--- src/rtl/issue_queue_if.sv ---
// Decode, score-board and execute-bus signals of the dual-issue queue.
// The slave modport is the queue; the master modport is its environment.
interface issue_queue_if #(
   parameter int REG_ADDR = 5,
   parameter int POS_W    = 8
);
   logic [1:0]                     in_valid;
   logic                           in_ready;
   logic [1:0][REG_ADDR-1:0]       in_dest;
   logic [1:0]                     in_wr;
   logic [1:0][1:0][REG_ADDR-1:0]  in_src;
   logic [1:0][2:0]                in_lat;
   logic [1:0][63:0]               in_payload;
   logic [3:0][REG_ADDR-1:0]       sb_read_addr;
   logic [3:0][POS_W-1:0]          sb_data_out;
   logic [1:0]                     sb_write_ena;
   logic [1:0][REG_ADDR-1:0]       sb_write_addr;
   logic [1:0][POS_W-1:0]          sb_data_in;
   logic [1:0]                     out_valid;
   logic [1:0][63:0]               out_payload;

   modport slave (
      input  in_valid, in_dest, in_wr, in_src, in_lat, in_payload, sb_data_out,
      output in_ready, sb_read_addr, sb_write_ena, sb_write_addr, sb_data_in,
             out_valid, out_payload
   );

   modport master (
      output in_valid, in_dest, in_wr, in_src, in_lat, in_payload, sb_data_out,
      input  in_ready, sb_read_addr, sb_write_ena, sb_write_addr, sb_data_in,
             out_valid, out_payload
   );
endinterface

--- src/rtl/issue_queue.sv ---
// Dual-issue in-order instruction buffer with score-board hazard gate.
// Holds DEPTH decoded instructions and issues the oldest one or two per cycle.
module issue_queue #(
   parameter int DEPTH    = 4,
   parameter int POS_W    = 8,
   parameter int FWD_LVL  = 1,
   parameter int REG_ADDR = 5
) (
   input  logic          clk,
   input  logic          rst_n,
   input  logic          stall,
   input  logic          flash,
   issue_queue_if.slave  bus
);
   localparam int PTR_W = $clog2(DEPTH);
   localparam int CNT_W = PTR_W + 1;

   typedef struct packed {
      logic [REG_ADDR-1:0]      dest;
      logic                     wr;
      logic [1:0][REG_ADDR-1:0] src;
      logic [2:0]               lat;
      logic [63:0]              payload;
   } entry_t;

   entry_t             mem [DEPTH];
   logic [PTR_W-1:0]   head, tail;
   logic [CNT_W-1:0]   count;
   entry_t             q0, q1, e0, e1;
   logic [3:0]         src_ok;
   logic               ready, raw, iss0, iss1, enq, enq2;
   logic [1:0]         n_enq, n_deq;
   logic [2:0]         sh0, sh1;

   assign q0 = mem[head];
   assign q1 = mem[head + PTR_W'(1)];
   assign e0 = '{dest: bus.in_dest[0], wr: bus.in_wr[0], src: bus.in_src[0],
                 lat: bus.in_lat[0], payload: bus.in_payload[0]};
   assign e1 = '{dest: bus.in_dest[1], wr: bus.in_wr[1], src: bus.in_src[1],
                 lat: bus.in_lat[1], payload: bus.in_payload[1]};

   // in_ready reflects occupancy before this cycle's issue; forced high in reset
   assign ready        = !rst_n || (count <= CNT_W'(DEPTH - 2));
   assign bus.in_ready = ready;
   assign bus.sb_read_addr = {q1.src[1], q1.src[0], q0.src[1], q0.src[0]};

   always_comb begin
      for (int i = 0; i < 4; i++)
         src_ok[i] = (bus.sb_read_addr[i] == '0) || ((bus.sb_data_out[i] >> FWD_LVL) == '0);
   end

   assign raw  = q0.wr && (q0.dest != '0) && ((q0.dest == q1.src[0]) || (q0.dest == q1.src[1]));
   assign iss0 = rst_n && !stall && !flash && (count != '0) && src_ok[0] && src_ok[1];
   assign iss1 = iss0 && (count >= CNT_W'(2)) && src_ok[2] && src_ok[3] && !raw;

   assign sh0 = q0.lat - 3'd1;
   assign sh1 = q1.lat - 3'd1;

   // Same-dest pairs drive both ports; the score board lets slot 1 win.
   always_comb begin
      bus.sb_write_ena  = '0;
      bus.sb_write_addr = '0;
      bus.sb_data_in    = '0;
      if (iss0 && q0.wr && (q0.dest != '0)) begin
         bus.sb_write_ena[0]  = 1'b1;
         bus.sb_write_addr[0] = q0.dest;
         bus.sb_data_in[0]    = POS_W'(1) << sh0;
      end
      if (iss1 && q1.wr && (q1.dest != '0)) begin
         bus.sb_write_ena[1]  = 1'b1;
         bus.sb_write_addr[1] = q1.dest;
         bus.sb_data_in[1]    = POS_W'(1) << sh1;
      end
   end

   assign enq   = rst_n && !flash && ready && bus.in_valid[0];
   assign enq2  = enq && bus.in_valid[1];
   assign n_enq = enq2 ? 2'd2 : {1'b0, enq};
   assign n_deq = iss1 ? 2'd2 : {1'b0, iss0};

   always_ff @(posedge clk) begin
      if (enq) mem[tail] <= e0;
      if (enq2) mem[tail + PTR_W'(1)] <= e1;
   end

   always_ff @(posedge clk) begin
      if (!rst_n || flash) begin
         head            <= '0;
         tail            <= '0;
         count           <= '0;
         bus.out_valid   <= '0;
         bus.out_payload <= '0;
      end else begin
         head  <= head + PTR_W'(n_deq);
         tail  <= tail + PTR_W'(n_enq);
         count <= count + CNT_W'(n_enq) - CNT_W'(n_deq);
         if (!stall) begin
            bus.out_valid      <= {iss1, iss0};
            bus.out_payload[0] <= iss0 ? q0.payload : 64'd0;
            bus.out_payload[1] <= iss1 ? q1.payload : 64'd0;
         end
      end
   end
endmodule

--- src/flat_wrapper.sv ---
// flat-port wrapper written by rule: the top's interface ports become plain ports
module issue_queue_flat 
#(
   parameter int DEPTH    = 4,
   parameter int POS_W    = 8,
   parameter int FWD_LVL  = 1,
   parameter int REG_ADDR = 5
)
  (clk, rst_n, stall, flash, bus_in_valid, bus_in_dest, bus_in_wr, bus_in_src, bus_in_lat, bus_in_payload, bus_sb_data_out, bus_in_ready, bus_sb_read_addr, bus_sb_write_ena, bus_sb_write_addr, bus_sb_data_in, bus_out_valid, bus_out_payload);
  issue_queue_if #(.REG_ADDR(REG_ADDR), .POS_W(POS_W)) bus_i ();
  input  logic clk;
  input  logic rst_n;
  input  logic stall;
  input  logic flash;
  input wire logic [$bits(bus_i.in_valid)-1:0] bus_in_valid;
  input wire logic [$bits(bus_i.in_dest)-1:0] bus_in_dest;
  input wire logic [$bits(bus_i.in_wr)-1:0] bus_in_wr;
  input wire logic [$bits(bus_i.in_src)-1:0] bus_in_src;
  input wire logic [$bits(bus_i.in_lat)-1:0] bus_in_lat;
  input wire logic [$bits(bus_i.in_payload)-1:0] bus_in_payload;
  input wire logic [$bits(bus_i.sb_data_out)-1:0] bus_sb_data_out;
  output wire logic [$bits(bus_i.in_ready)-1:0] bus_in_ready;
  output wire logic [$bits(bus_i.sb_read_addr)-1:0] bus_sb_read_addr;
  output wire logic [$bits(bus_i.sb_write_ena)-1:0] bus_sb_write_ena;
  output wire logic [$bits(bus_i.sb_write_addr)-1:0] bus_sb_write_addr;
  output wire logic [$bits(bus_i.sb_data_in)-1:0] bus_sb_data_in;
  output wire logic [$bits(bus_i.out_valid)-1:0] bus_out_valid;
  output wire logic [$bits(bus_i.out_payload)-1:0] bus_out_payload;
  assign bus_i.in_valid = bus_in_valid;
  assign bus_i.in_dest = bus_in_dest;
  assign bus_i.in_wr = bus_in_wr;
  assign bus_i.in_src = bus_in_src;
  assign bus_i.in_lat = bus_in_lat;
  assign bus_i.in_payload = bus_in_payload;
  assign bus_i.sb_data_out = bus_sb_data_out;
  assign bus_in_ready = bus_i.in_ready;
  assign bus_sb_read_addr = bus_i.sb_read_addr;
  assign bus_sb_write_ena = bus_i.sb_write_ena;
  assign bus_sb_write_addr = bus_i.sb_write_addr;
  assign bus_sb_data_in = bus_i.sb_data_in;
  assign bus_out_valid = bus_i.out_valid;
  assign bus_out_payload = bus_i.out_payload;
  issue_queue #(.DEPTH(DEPTH), .POS_W(POS_W), .FWD_LVL(FWD_LVL), .REG_ADDR(REG_ADDR)) u_core (.clk(clk), .rst_n(rst_n), .stall(stall), .flash(flash), .bus(bus_i));
endmodule
--- config.mk ---
export PLATFORM = sky130hd
export DESIGN_NAME = issue_queue_flat
export DESIGN_NICKNAME = d
export VERILOG_FILES = /design/src/rtl/issue_queue_if.sv /design/src/rtl/issue_queue.sv /design/src/flat_wrapper.sv
export SDC_FILE = /design/constraint.sdc
export NUM_CORES = 1
export LEC_CHECK = 0
export ABC_AREA = 1
export CORE_ASPECT_RATIO = 1.4
export CORE_MARGIN = 3
export CORE_UTILIZATION = 45
export CTS_BUF_LIST = sky130_fd_sc_hd__clkbuf_4 sky130_fd_sc_hd__clkbuf_8
export CTS_CLUSTER_DIAMETER = 40
export DETAILED_ROUTE_END_ITERATION = 10
export HOLD_SLACK_MARGIN = 0.12
export PLACE_DENSITY = 0.66
export SLEW_MARGIN = 25
export SYNTH_ARGS = -nofsm -noshare
export SYNTH_HDL_FRONTEND = slang
export SYNTH_SLANG_ARGS = --single-unit
--- constraint.sdc ---
create_clock -name clk -period 13.2 [get_ports clk]
set_input_delay 3.96 -clock clk [delete_from_list [all_inputs] [get_ports clk]]
set_output_delay 3.96 -clock clk [all_outputs]
set_load 0.01 [all_outputs]
After elaboration in Yosys (flattened, before gate mapping):

Memories as Yosys holds them, arrays and structs flattened. A register that Yosys moved wholly into a read port is not among the register bits.
Index checks and enable logic that the tools add are counted.

* equal/unequal tests: 2
* magnitude comparators: 2
* muxes and demuxes: 15
* reductions and logical operators: 41
* $add $sub $neg: 8
* shifts and indexed selects: 2

Operators with widths (count)
* $mux 64: 2
* $logic_not 8->1: 4
* $logic_not 5->1: 4
* $logic_and 1x1->1: 19
* $mux 8: 2
* $shl 1x3->8 const A: 2
* $eq 5x5->1: 2
* $mux 5: 2
* $reduce_bool 5->1: 2
* $logic_or 1x1->1: 7
* $mux 1: 6
* $mux 2: 3
* $sub 3x1->3 const B: 2
* $add 2x1->2 const B: 2
* $add 2x2->2: 2
* $logic_not 1->1: 4
* $add 3x2->3: 1
* $ge 3x2->1 const B: 1
* $le 3x2->1 const B: 1
* $reduce_bool 3->1: 1
* $sub 3x2->3: 1

* memories kept: 1
* register bits: 137
* word-level logic and storage cells: 77
* RAM bits: 332

Memories
* u_core.mem: words 4, bits a word 83, rd ports 2, clocked after memory_dff 1, wr ports 2, line issue_queue.sv:26 `entry_t mem [DEPTH];`

Longest topological paths before layout:

Gate-level depths: netlist (run 1).

* depth in word-level cells: 13
* depth in mapped cells: 24
* gate-level depth less buffers: 22

Worst setup path before layout (run 1):

No wires, ideal clock.

* kind: in2reg
* start point: input port rst_n
* end point: memory u_core.mem[3][0] (netlist name) (enable)
* setup slack: 2.065 ns
* setup time: 0.647 ns
* data required time: 12.553 ns
* arrival time: 10.487 ns
* cell stages on the path: 4
* cells stage by stage: inv_1 nor2_1 nand3_1 o31ai_1

RTL lines
* start, declared: line flat_wrapper.sv:12 `input logic rst_n;`
* end, declared: line issue_queue.sv:26

Worst setup path in the final report (run 1):

* start point: input port rst_n
* end point: output port bus_sb_write_addr[6]

* word-level cells in the longest chain between the ends: 12

RTL lines
* $logic_and 1x1->1 (5 in series): line issue_queue.sv:53 `assign iss0 = rst_n && !stall && !flash && (count != '0) && src_ok[0] && src_ok[1];`
* $logic_and 1x1->1 (4 in series): line issue_queue.sv:54 `assign iss1 = iss0 && (count >= CNT_W'(2)) && src_ok[2] && src_ok[3] && !raw;`
* $logic_and 1x1->1 (2 in series): line issue_queue.sv:69 `if (iss1 && q1.wr && (q1.dest != '0)) begin`
* $mux 5: line issue_queue.sv:69
* end, declared: line flat_wrapper.sv:25 `output wire logic [$bits(bus_i.sb_write_addr)-1:0] bus_sb_write_addr;`

Every way passes these cells.

==> metrics.md, run 1 <==
| Metric | Value |
|---|---|
| Slew @ Worst Pin | approximately 1.1 ns |
| Sequential fraction of the synthesis area | between 50% and 60% |
| M2 GR Usage | ~49% |
| Portion of the clock cycle consumed by the worst path in the final layout | 86.5% |
| Crit Path Max Fanout | 83 |
| Pre-Repair DR Iteration Count | 6 |
| Number of buffers added by the clock tree synthesis step | between 70 and 80 |
| Power density of the placed cells | between 100 and 150 mW/mm^2 |
| Synth Warn # | 0 |
| Routed length per instance | 21.5 microns |
| Count of cells along the worst hold path | 2 |
| Pin count of the biggest net entering global routing | ~100 |
| EDFF count, synth | ~330 |
| Overall global routing resource usage | between 20% and 30% |
| Setup crit end kind | primary output |
| CTS tree | done |
| Met1 track demand over resource | between 30% and 40% |
| Global-route layer with the greatest usage | met2 |
| Classification of the worst-slack hold path | reg -> reg |
| Maximum clock rate | between 80 and 90 MHz |
| Cts-stage hold buffer count | 0 |
| Clock Sink Count | about 470 |
| Die extent in y | 278 microns |
| Via count | between 20000 and 25000 |
| Residual antenna-violating net count after detailed routing | 0 |
| Post-route cell area | 0.0296 sq mm |
| Yosys cell types | 46 |
| Global-route wire length before repair | around 130000 microns |
| Final count of hold timing violations | 0 |
| Area Overhead vs Synth | 24.2% |
| Total DRC errors in the routed layout | 0 |
| Cell area after technology mapping | 0.0238 sq mm |
| Maximum VDD drop | 0.000103 V |
| Max-capacitance violation count | 0 |
| Buffer depth of the longest clock path | 3 |
| Sequential standard cell area | approximately 0.013 sq mm |
| Cell internal power dissipation | approximately 0.0025 W |
| Worst relative slew slack | 28.0% |
| Depth of the worst register-to-register path | 21 |
| Clock latency on the worst-skew pair | roughly 0.65 ns |
| Largest area contributor in the synthesized netlist | edfxtp_1 |
| Fill count | ~4800 |
| Post-synthesis cell count | roughly 2800 |
| Top-level port count | around 380 |
| Placed Instance Area | between 0.02 and 0.03 sq mm |
| Flop pwr share | 50.1% |
| Synth top area cells | edfxtp_1 (42%), nand2_1 (15%), dfxtp_1 (12%), o21ai_0 (7.8%), a21oi_1 (4.0%) |
| Worst reg2reg endpoint | u_core.count[2]$_SDFF_PP0_ |
| Setup repair after global routing missed its margin | no |
| Start of the worst register-to-register path | u_core.head[0]$_SDFF_PP0_ |
| Via count of the first global-routing pass | between 20000 and 25000 |
| Placeable Area | 0.0523 sq mm |
| Layout net count | 3309 |
| Remaining global-route overflow | 0 |
| Static Leakage | roughly 11 nW |
| Final RePlAce weighted congestion | approximately 0.83 |
| Mean instance size in the synthesized netlist | around 8.4 sq um |
| Startpoint types | primary input |
| Final-report setup violation count | 0 |
| Setup CP Type | in -> out |
| Die Width | 200 microns |
| Combinational share of power | approximately 6.3% |
| Signal arrival time at the worst endpoint | 7.45 ns |
| Number of slew-limit violations in the final report | 0 |
| Hold_sp | u_core.bus.out_payload[19]$_SDFFE_PP0N_ |
| Final sum of negative setup slack | 0 ns |
| Synth Flop Type | edfxtp_1 |
| Reg-to-reg slack, setup | approximately 7.4 ns |
| Most frequent cells in the layout | nand2_1 (923), clkdlybuf4s50_1 (377), o21ai_0 (369) |
| Cell Rows | slightly below 100 |
| Violation count after the first detailed-route iteration | ~2500 |
| Routed vias/inst | between 5 and 6 |
| Switch Pwr | around 0.00073 W |
| Commonest non-fill, non-tap cell in the layout | nand2_1 |
| Resize count post-CTS | 0 |
| DRT Wirelength | between 80000 and 90000 microns |
| Run status | finished clean |
| Half-perimeter wire length after placement | roughly 50000 microns |
| Initial core utilization | 45.6% |
| Count of input and output buffers | 378 |
| FFs w/ async S/R, synth | 0% |
| Final Critical Period | 11.41 ns |
| Share of final-layout standard cells stronger than drive strength 1 | ~8.6% |
| Post-Syn Nets | just over 3000 |
| GRT met3 Usage | under 10% |
| Worst-case clock skew | 0.0163 ns |
| Clock group share of total power | 43.6% |
| Clk Tree Root Cell | clkbuf_8 |
| Area of combinational cells with multiple inputs | about 0.0096 sq mm |
| Total setup buffers inserted after CTS | 0 |
| Worst Hold Path EP | u_core.bus.out_payload[19]$_SDFFE_PP0N_ |
| #FFs+latches synth | 469 |
| Antenna violations before repair | 9 |
| Clock transition at the register clock pins on the worst setup and hold paths after CTS | 0.05 ns |
| Switching Fraction | 23.0% |
| Area enclosed by the die boundary | 0.0558 sq mm |
| Fraction of post-synthesis cell area in the top cell type by area | 41.9% |
| Worst endpoint required time | 9.24 ns |
| Number of levels the H-tree was split into | 3 |
## through the flow
step,util [%],std cells,total power [W],hold slack (ns),setup slack [ns]
2_1_floorplan,-,2827,0.00172,0.443,2.07
3_3_place_gp,53.2,3724,0.00182,0.452,1.90
3_5_place_dp,53.2,3725,0.00183,0.456,1.82
4_1_cts,56.4,3866,0.00320,0.464,1.80
5_1_grt,56.6,3874,0.00330,0.472,1.57
6_report,56.6,3875,0.00319,0.463,1.79
## worst max path at each step
stage	startpoint	end	slack, ns
after floorplan	rst_n	u_core.mem[3][0]$_DFFE_PP_	2.07
after global placement	rst_n	bus_sb_write_addr[5]	1.90
after detailed placement	rst_n	bus_sb_write_addr[6]	1.82
after CTS	rst_n	bus_sb_write_addr[6]	1.80
after global routing	rst_n	bus_sb_write_addr[6]	1.57
final	rst_n	bus_sb_write_addr[6]	1.79
## cells by family after synthesis
family	Yosys count	synth area share (%)
buf+inv	384	6.83
fa+ha+maj	6	0.378
compound gates	795	18.8
mux	3	0.126
flops	469	53.4
xor+xnor	8	0.294
simple gates	1162	20.2
## power groups by stage
| stage | sequential (W) | clock [W] | combinational [W] |
|---|---|---|---|
| 3_3_place_gp | 0.00163 | 0 | 0.000191 |
| 6_report | 0.00160 | 0.00139 | 0.000200 |
| 2_1_floorplan | 0.00163 | 0 | 0.0000917 |
| 4_1_cts | 0.00160 | 0.00140 | 0.000199 |
| 5_1_grt | 0.00160 | 0.00148 | 0.000222 |
| 3_5_place_dp | 0.00163 | 0 | 0.000198 |
## layout make-up
cell class	instances	share of cell area [%]
diodes	8	0.0677
well taps	707	2.99
inverters	173	2.24
flip-flops and latches	469	43.0
repair buffers	403	13.6
multi-input cells	1974	32.5
clock buffers	111	4.66
clock inverters	30	0.952
## flip-flops by register name, summed over array words and instances, names as in the netlist
register                cells
u_core.bus.out_payload    128
u_core.bus.out_valid        2
u_core.count                3
u_core.head                 2
u_core.mem                332
u_core.tail                 2
## worst max-delay path: stages
cell and delay (ns):
clkdlybuf4s50_1 0.48, inv_1 0.05, nor2_1 0.40, inv_6 0.39, nor3_1 0.49, nand3_2 0.18
nor2_4 0.31, nand2_1 0.18, nor2_1 0.22, inv_2 0.08, nor2_1 0.11, clkdlybuf4s50_1 0.55
## cell usage after synthesis, drive strengths merged (4+ instances only)
master / n
a211oi: 23
clkbuf: 132
inv: 173
buf: 79
xnor2: 6
nand3: 116
a21oi: 230
nor3: 33
edfxtp: 332
a31oi: 35
nand2: 935
nor2: 69
a22o: 4
a221oi: 4
ha: 4
a22oi: 18
o22ai: 103
dfxtp: 137
nand4: 5
o21ai: 370
## metal layers
metal	up-vias	wire, microns
met4	4	3710
met1	10500	31800
met2	1205	40600
met3	216	7190
li1	10300	-
met5	-	21
No activity file was read; power rests on OpenSTA's default activity.
==> run 2: changes to the inputs <==
--- a/config.mk
+++ b/config.mk
@@ -7,12 +7,11 @@
 export LEC_CHECK = 0
 export ABC_AREA = 1
 export CORE_ASPECT_RATIO = 1.4
-export CORE_MARGIN = 3
 export CORE_UTILIZATION = 45
 export CTS_BUF_LIST = sky130_fd_sc_hd__clkbuf_4 sky130_fd_sc_hd__clkbuf_8
 export CTS_CLUSTER_DIAMETER = 40
 export DETAILED_ROUTE_END_ITERATION = 10
-export HOLD_SLACK_MARGIN = 0.12
+export HOLD_SLACK_MARGIN = 0.15
 export PLACE_DENSITY = 0.66
 export SLEW_MARGIN = 25
 export SYNTH_ARGS = -nofsm -noshare
==> run 2 against run 1 <==
Compared with the run above:
- combinational power about the same
- first-iteration DRC count fell by 17%
- via count down 0.38%
- register-to-register slack about the same
- worst setup slack worse by 0.27 ns
- count of clock-buffer cells in the layout increased by 8
==> metrics.md, run 2 (synthesis results as in run 1) <==
| Metric | Value |
|---|---|
| Run status | finished clean |
| Count of input and output buffers | 378 (unchanged) |
| Startpoint types | primary input |
| Power density of the placed cells | 108 mW/mm^2 (-0.21%) |
| Final core utilization | 56.6% (about the same) |
| Number of flip-flops in the largest register | 332 (unchanged) |
| Cell count after placement | 3722 (-0.081%) |
| Max-capacitance violation count | 0 (unchanged) |
| Register containing the most flip-flops in the final layout | u_core.mem |
| Residual antenna-violating net count after detailed routing | 0 (unchanged) |
| Worst endpoint required time | 9.24 ns (about the same) |
| Via count of the first global-routing pass | 21600 (-1.7%) |
| Worst reg2reg endpoint | u_core.count[2]$_SDFF_PP0_ |
| Setup repair after global routing missed its margin | no |
| Cell Rows | 99 (unchanged) |
| Violation count after the first detailed-route iteration | 2026 (-17%) |
| Number of levels the H-tree was split into | 3 (unchanged) |
| Area enclosed by the die boundary | 0.0539 sq mm (-3.4%) |
| Initial core utilization | 45.7% (+0.11 points) |
| Antenna violations before repair | 11 (+2) |
| Worst relative slew slack | 26.4% (-1.7 points) |
| Worst-case clock skew | 0.0256 ns (+0.00928 ns) |
| Largest registers ranked by flip-flop count | u_core.mem: 332 flops, u_core.bus.out_payload: 128 flops, u_core.count: 3 flops |
| Maximum clock rate | 85.6 MHz (-2.3%) |
| Fill count | 4596 (-3.8%) |
| Final RePlAce weighted congestion | 0.842 (+1.4%) |
| Number of buffers added by the clock tree synthesis step | 78 (unchanged) |
| Portion of the clock cycle consumed by the worst path in the final layout | 88.5% (+2.0 points) |
| Overall global routing resource usage | 29.4% (+0.52 points) |
| Final-report setup violation count | 0 (unchanged) |
| Clock transition at the register clock pins on the worst setup and hold paths after CTS | 0.06 ns (about the same) |
| Half-perimeter wire length after placement | 47500 microns (-2.4%) |
| Post-Layout Cell Count | 3873 (-0.052%) |
| Final sum of negative setup slack | 0 ns (unchanged) |
| Area Overhead vs Synth | 23.9% |
| Placement-stage worst setup slack | 1.55 ns (-0.269 ns) |
| Top-level port count | 383 (unchanged) |
| Pre-Repair DR Iteration Count | 6 (unchanged) |
| Start of the worst register-to-register path | u_core.head[1]$_SDFF_PP0_ |
| Total setup buffers inserted after CTS | 0 (unchanged) |
| Classification of the worst-slack hold path | reg -> reg |
| Routed length per instance | 21.0 microns (-2.5%) |
| Number of slew-limit violations in the final report | 0 (unchanged) |
| Remaining global-route overflow | 0 (unchanged) |
| Signal arrival time at the worst endpoint | 7.72 ns (+0.27 ns) |
| CTS tree | done |
| Cts-stage hold buffer count | 0 (unchanged) |
| Clock latency on the worst-skew pair | 0.66 ns (about the same) |
| Reg-to-reg slack, setup | 7.37 ns (about the same) |
| Crit Path Max Fanout | 85 (+2.4%) |
| Setup crit end kind | primary output |
| Clk Tree Root Cell | clkbuf_8 |
| Depth of the worst register-to-register path | 22 (+4.8%) |
| Die Width | 196 microns (-2.0%) |
| Setup slack of the critical path after layout | 1.52 ns (-0.270 ns) |
| Commonest non-fill, non-tap cell in the layout | nand2_1 |
| Resize count post-CTS | 0 (unchanged) |
| Final Critical Period | 11.68 ns (+0.270 ns) |
| Global-route wire length before repair | 120000 microns (-4.5%) |
| Static Leakage | 11.4 nW (about the same) |
| Hold_sp | u_core.bus.out_payload[64]$_SDFFE_PP0N_ |
| Routed vias/inst | 5.71 (-0.33%) |
| Share of final-layout standard cells stronger than drive strength 1 | 8.64% (+0.069 points) |
| Count of cells along the worst hold path | 2 (unchanged) |
| Worst hold margin | 0.467 ns (+0.00370 ns) |
| Total DRC errors in the routed layout | 0 (unchanged) |
| Slew @ Worst Pin | 1.10 ns (+0.0248 ns) |
| Clock Sink Count | 469 (unchanged) |
| Final count of hold timing violations | 0 (unchanged) |
| Layout net count | 3305 (-0.12%) |
| Worst Hold Path EP | u_core.bus.out_payload[64]$_SDFFE_PP0N_ |
| Via count | 22100 (-0.38%) |
| Die extent in y | 274 microns (-1.4%) |
| Pin count of the biggest net entering global routing | 105 (+4.0%) |
| Buffer depth of the longest clock path | 3 (unchanged) |
| Most frequent cells in the layout | nand2_1 (923), clkdlybuf4s50_1 (377), o21ai_0 (369) |
| DRT Wirelength | 81300 microns (-2.5%) |
| Maximum VDD drop | 0.0000704 V (-32%) |
| Placeable Area | 0.0521 sq mm (-0.24%) |
| Setup CP Type | in -> out |
[run 2: changes by cell type in the layout (fill, tap and decap cells not counted)]
cell	delta
nand2_8	-3
buf_16	-2
bufinv_16	-3
clkbuf_8	+8
inv_6	+1
inv_4	-1
buf_4	-6
buf_6	+4
nand2_4	+3
clkinv_1	-4
clkinvlp_4	+1
[run 2: layout make-up]
cell class | instances | area, sq um | area share [%]
clock buffers | 119 | 1490 | 5.04
clock inverters | 24 | 186 | 0.632
inverters | 173 | 662 | 2.24
well taps | 707 | 885 | 3.00
diodes | 8 | 20.0 | 0.0679
flip-flops and latches | 469 | 12700 | 43.1
repair buffers | 399 | 3950 | 13.4
multi-input cells | 1974 | 9580 | 32.5
[run 2: worst max-delay path by stage]
stage,to,start,depth (start not counted),slack [ns]
2_1_floorplan,u_core.mem[3][0]$_DFFE_PP_,rst_n,4,2.07
3_3_place_gp,bus_sb_data_in[9],rst_n,11,1.65
3_5_place_dp,bus_sb_data_in[14],rst_n,11,1.55
4_1_cts,bus_sb_data_in[14],rst_n,11,1.53
5_1_grt,bus_sb_data_in[9],rst_n,11,1.36
6_report,bus_sb_data_in[11],rst_n,11,1.52
[run 2: metal layers]
layer | routed length (microns) | vias up | share of wire (%) | global-route usage, %
li1 | - | 10200 | - | -
met1 | 30100 | 10400 | 37 | 34.4
met2 | 39500 | 1208 | 49 | 50.8
met3 | 7310 | 248 | 9.0 | 4.58
met4 | 4270 | 6 | 5.3 | 17.9
met5 | 35 | - | 0.043 | 0
[run 2: power by group]
group	switching [W]	internal, W	total (W)
Combinational	0.000109	0.0000896	0.000199
Sequential	0.00000637	0.00159	0.00160
Clock	0.000613	0.000763	0.00138
[run 2: stage by stage]
stage / instance area (sq um) / power (W)
floorplan: 23800 / 0.00172
global placement: 27800 / 0.00182
detailed placement: 27800 / 0.00183
CTS: 29500 / 0.00319
global route: 29500 / 0.00327
finish: 29500 / 0.00317
[run 2: critical path: stages]
cell,delay (ns)
clkdlybuf4s50_1,0.49
inv_1,0.05
nor2_1,0.36
inv_6,0.36
nor3_1,0.63
nand3_2,0.26
nor2_4,0.16
buf_4,0.44
nand4_2,0.25
nor3_1,0.18
clkdlybuf4s50_1,0.58
==> run 3: changes to the inputs <==
--- a/config.mk
+++ b/config.mk
@@ -10,10 +10,11 @@
 export CORE_UTILIZATION = 45
 export CTS_BUF_LIST = sky130_fd_sc_hd__clkbuf_4 sky130_fd_sc_hd__clkbuf_8
 export CTS_CLUSTER_DIAMETER = 40
+export CTS_CLUSTER_SIZE = 10
 export DETAILED_ROUTE_END_ITERATION = 10
 export HOLD_SLACK_MARGIN = 0.15
 export PLACE_DENSITY = 0.66
-export SLEW_MARGIN = 25
+export SLEW_MARGIN = 20
 export SYNTH_ARGS = -nofsm -noshare
 export SYNTH_HDL_FRONTEND = slang
 export SYNTH_SLANG_ARGS = --single-unit
==> run 3 against run 2 <==
Compared with the run above:
- cell area fell by 1.3%
- power is 7.4% lower
- global-route usage shrank 0.32 points
- sequential power hardly changed
- non-clock buffer count grew 1
- worst hold slack better by 0.00085 ns
- via count is 0.60% lower
- sequential share of layout area up 0.57 points
- largest cell class unchanged
==> metrics.md, run 3 (synthesis results as in run 1) <==
| Metric | Value |
|---|---|
| Area enclosed by the die boundary | 0.0539 sq mm (unchanged) |
| Pin count of the biggest net entering global routing | 105 (unchanged) |
| Via count of the first global-routing pass | 21300 (-1.1%) |
| Initial core utilization | 45.7% (unchanged) |
| Cell-by-cell listing of the critical path | clkdlybuf4s50_1 > inv_1 > nor2_1 > inv_6 > nor3_1 > nand3_2 > nor2_4 > buf_4 > nand4_2 > nor3_1 > clkdlybuf4s50_1 |
| Top-level port count | 383 (unchanged) |
| Run status | finished clean |
| Startpoint types | primary input |
| Worst relative slew slack | 22.7% (-3.6 points) |
| Worst-case clock skew | 0.0220 ns (-0.00366 ns) |
| Delay of the slowest cell on the worst path | 0.60 ns (-0.03 ns) |
| Final RePlAce weighted congestion | 0.842 (unchanged) |
| Slowest CP cell | nor3_1 |
| Half-perimeter wire length after placement | 47500 microns (unchanged) |
| Pre-Repair DR Iteration Count | 9 (+3) |
| Power density of the placed cells | 101 mW/mm^2 (-6.2%) |
| Global-route wire length before repair | 120000 microns (-0.61%) |
| Setup crit end kind | primary output |
| Total DRC errors in the routed layout | 0 (unchanged) |
| Routed vias/inst | 5.71 (+0.10%) |
| Routed length per instance | 21.0 microns (about the same) |
| Cell Rows | 99 (unchanged) |
| Commonest non-fill, non-tap cell in the layout | nand2_1 |
| Signal arrival time at the worst endpoint | 7.65 ns (-0.07 ns) |
| Final count of hold timing violations | 0 (unchanged) |
| Layout net count | 3288 (-0.51%) |
| Cell count after placement | 3722 (unchanged) |
| Total setup buffers inserted after CTS | 0 (unchanged) |
| Setup repair after global routing missed its margin | no |
| CTS tree | done |
| Area Overhead vs Synth | 22.3% |
| Count of input and output buffers | 378 (unchanged) |
| Violation count after the first detailed-route iteration | 2008 (-0.89%) |
| Max-capacitance violation count | 0 (unchanged) |
| Antenna violations before repair | 13 (+2) |
| Die Width | 196 microns (unchanged) |
| Static Leakage | 11.2 nW (-1.7%) |
| Cts-stage hold buffer count | 0 (unchanged) |
| Crit Path Max Fanout | 85 (unchanged) |
| Number of buffers added by the clock tree synthesis step | 60 (-23%) |
| Via count | 22000 (-0.60%) |
| Maximum VDD drop | 0.0000888 V (+26%) |
| Final sum of negative setup slack | 0 ns (unchanged) |
| Final Critical Period | 11.61 ns (-0.0720 ns) |
| Worst endpoint required time | 9.24 ns (about the same) |
| Post-Layout Cell Count | 3846 (-0.70%) |
| Overall global routing resource usage | 29.1% (-0.32 points) |
| Final-report setup violation count | 0 (unchanged) |
| Portion of the clock cycle consumed by the worst path in the final layout | 88.0% (-0.55 points) |
| Clock latency on the worst-skew pair | 0.65 ns (about the same) |
| Worst hold margin | 0.468 ns (+0.000855 ns) |
| Die extent in y | 274 microns (unchanged) |
| Classification of the worst-slack hold path | reg -> reg |
| Maximum clock rate | 86.1 MHz (+0.62%) |
| Number of levels the H-tree was split into | 2 (-1) |
| Most frequent cells in the layout | nand2_1 (923), clkdlybuf4s50_1 (377), o21ai_0 (369) |
| Resize count post-CTS | 0 (unchanged) |
| Setup CP Type | in -> out |
| Residual antenna-violating net count after detailed routing | 0 (unchanged) |
| Clock transition at the register clock pins on the worst setup and hold paths after CTS | 0.06 ns (about the same) |
| Number of slew-limit violations in the final report | 0 (unchanged) |
| Placement-stage worst setup slack | 1.55 ns (unchanged) |
| Clk Tree Root Cell | clkbuf_8 |
| Number of flip-flops in the largest register | 332 (unchanged) |
| Remaining global-route overflow | 0 (unchanged) |
| Share of final-layout standard cells stronger than drive strength 1 | 7.96% (-0.69 points) |
| Placeable Area | 0.0521 sq mm (unchanged) |
| Largest registers ranked by flip-flop count | u_core.mem: 332 flops, u_core.bus.out_payload: 128 flops, u_core.count: 3 flops |
| Buffer depth of the longest clock path | 3 (unchanged) |
| Clock Sink Count | 469 (unchanged) |
| DRT Wirelength | 80700 microns (-0.69%) |
| Register containing the most flip-flops in the final layout | u_core.mem |
| Setup slack of the critical path after layout | 1.59 ns (+0.0720 ns) |
| Slew @ Worst Pin | 1.16 ns (+0.0546 ns) |
## run 3: cell types whose count changed in the layout (fill, tap and decap cells not counted), moves of 2 or more
cell and change:
buf_4 +3, buf_6 -3, clkbuf_4 +9, clkbuf_8 -32
clkinv_1 -5, clkinv_2 -4, diode_2 +2
## run 3: per-stage QoR
step | power, W | cell area (sq um) | util [%]
final | 0.00294 | 29100 | 55.8
after floorplan | 0.00172 | 23800 | -
after global routing | 0.00303 | 29100 | 55.8
after detailed placement | 0.00183 | 27800 | 53.3
after CTS | 0.00295 | 29100 | 55.7
after global placement | 0.00182 | 27800 | 53.3
## run 3: power by group
group	leakage (nW)	switching (W)	total [W]	internal [W]
logic	6.41	0.000109	0.000198	0.0000896
registers	4.11	0.00000645	0.00160	0.00159
clock network	0.683	0.000561	0.00114	0.000580
## run 3: worst max-delay path, delay by kind of cell
family        cells  cell delay [ns]
simple gates      6             1.81
buf+inv           5             1.88
## run 3: layout make-up
| class | count | area [sq um] |
|---|---|---|
| clock buffers | 96 | 1110 |
| inverters | 173 | 662 |
| clock inverters | 17 | 163 |
| diodes | 10 | 25.0 |
| well taps | 707 | 885 |
| fillers | 4674 | 23000 |
| multi-input cells | 1974 | 9580 |
| flip-flops and latches | 469 | 12700 |
| repair buffers | 400 | 3960 |
## run 3: final timing paths
kind	slack [ns]	cells after the start	end	start
setup reg to reg	7.43	22	u_core.count[2]$_SDFF_PP0_	u_core.head[1]$_SDFF_PP0_
hold reg to reg	0.47	2	u_core.bus.out_payload[70]$_SDFFE_PP0N_	u_core.bus.out_payload[70]$_SDFFE_PP0N_
hold / removal	0.47	2	u_core.bus.out_payload[70]$_SDFFE_PP0N_	u_core.bus.out_payload[70]$_SDFFE_PP0N_
setup / recovery	1.59	11	bus_sb_data_in[14]	rst_n
## run 3: metal layers
metal | GRT usage, % | routed length [microns] | part of all wire [%]
met1 | 34.6 | 30400 | 38
met3 | 4.11 | 6840 | 8.5
met4 | 16.2 | 3800 | 4.7
met5 | 0 | 35 | 0.043
met2 | 50.6 | 39600 | 49
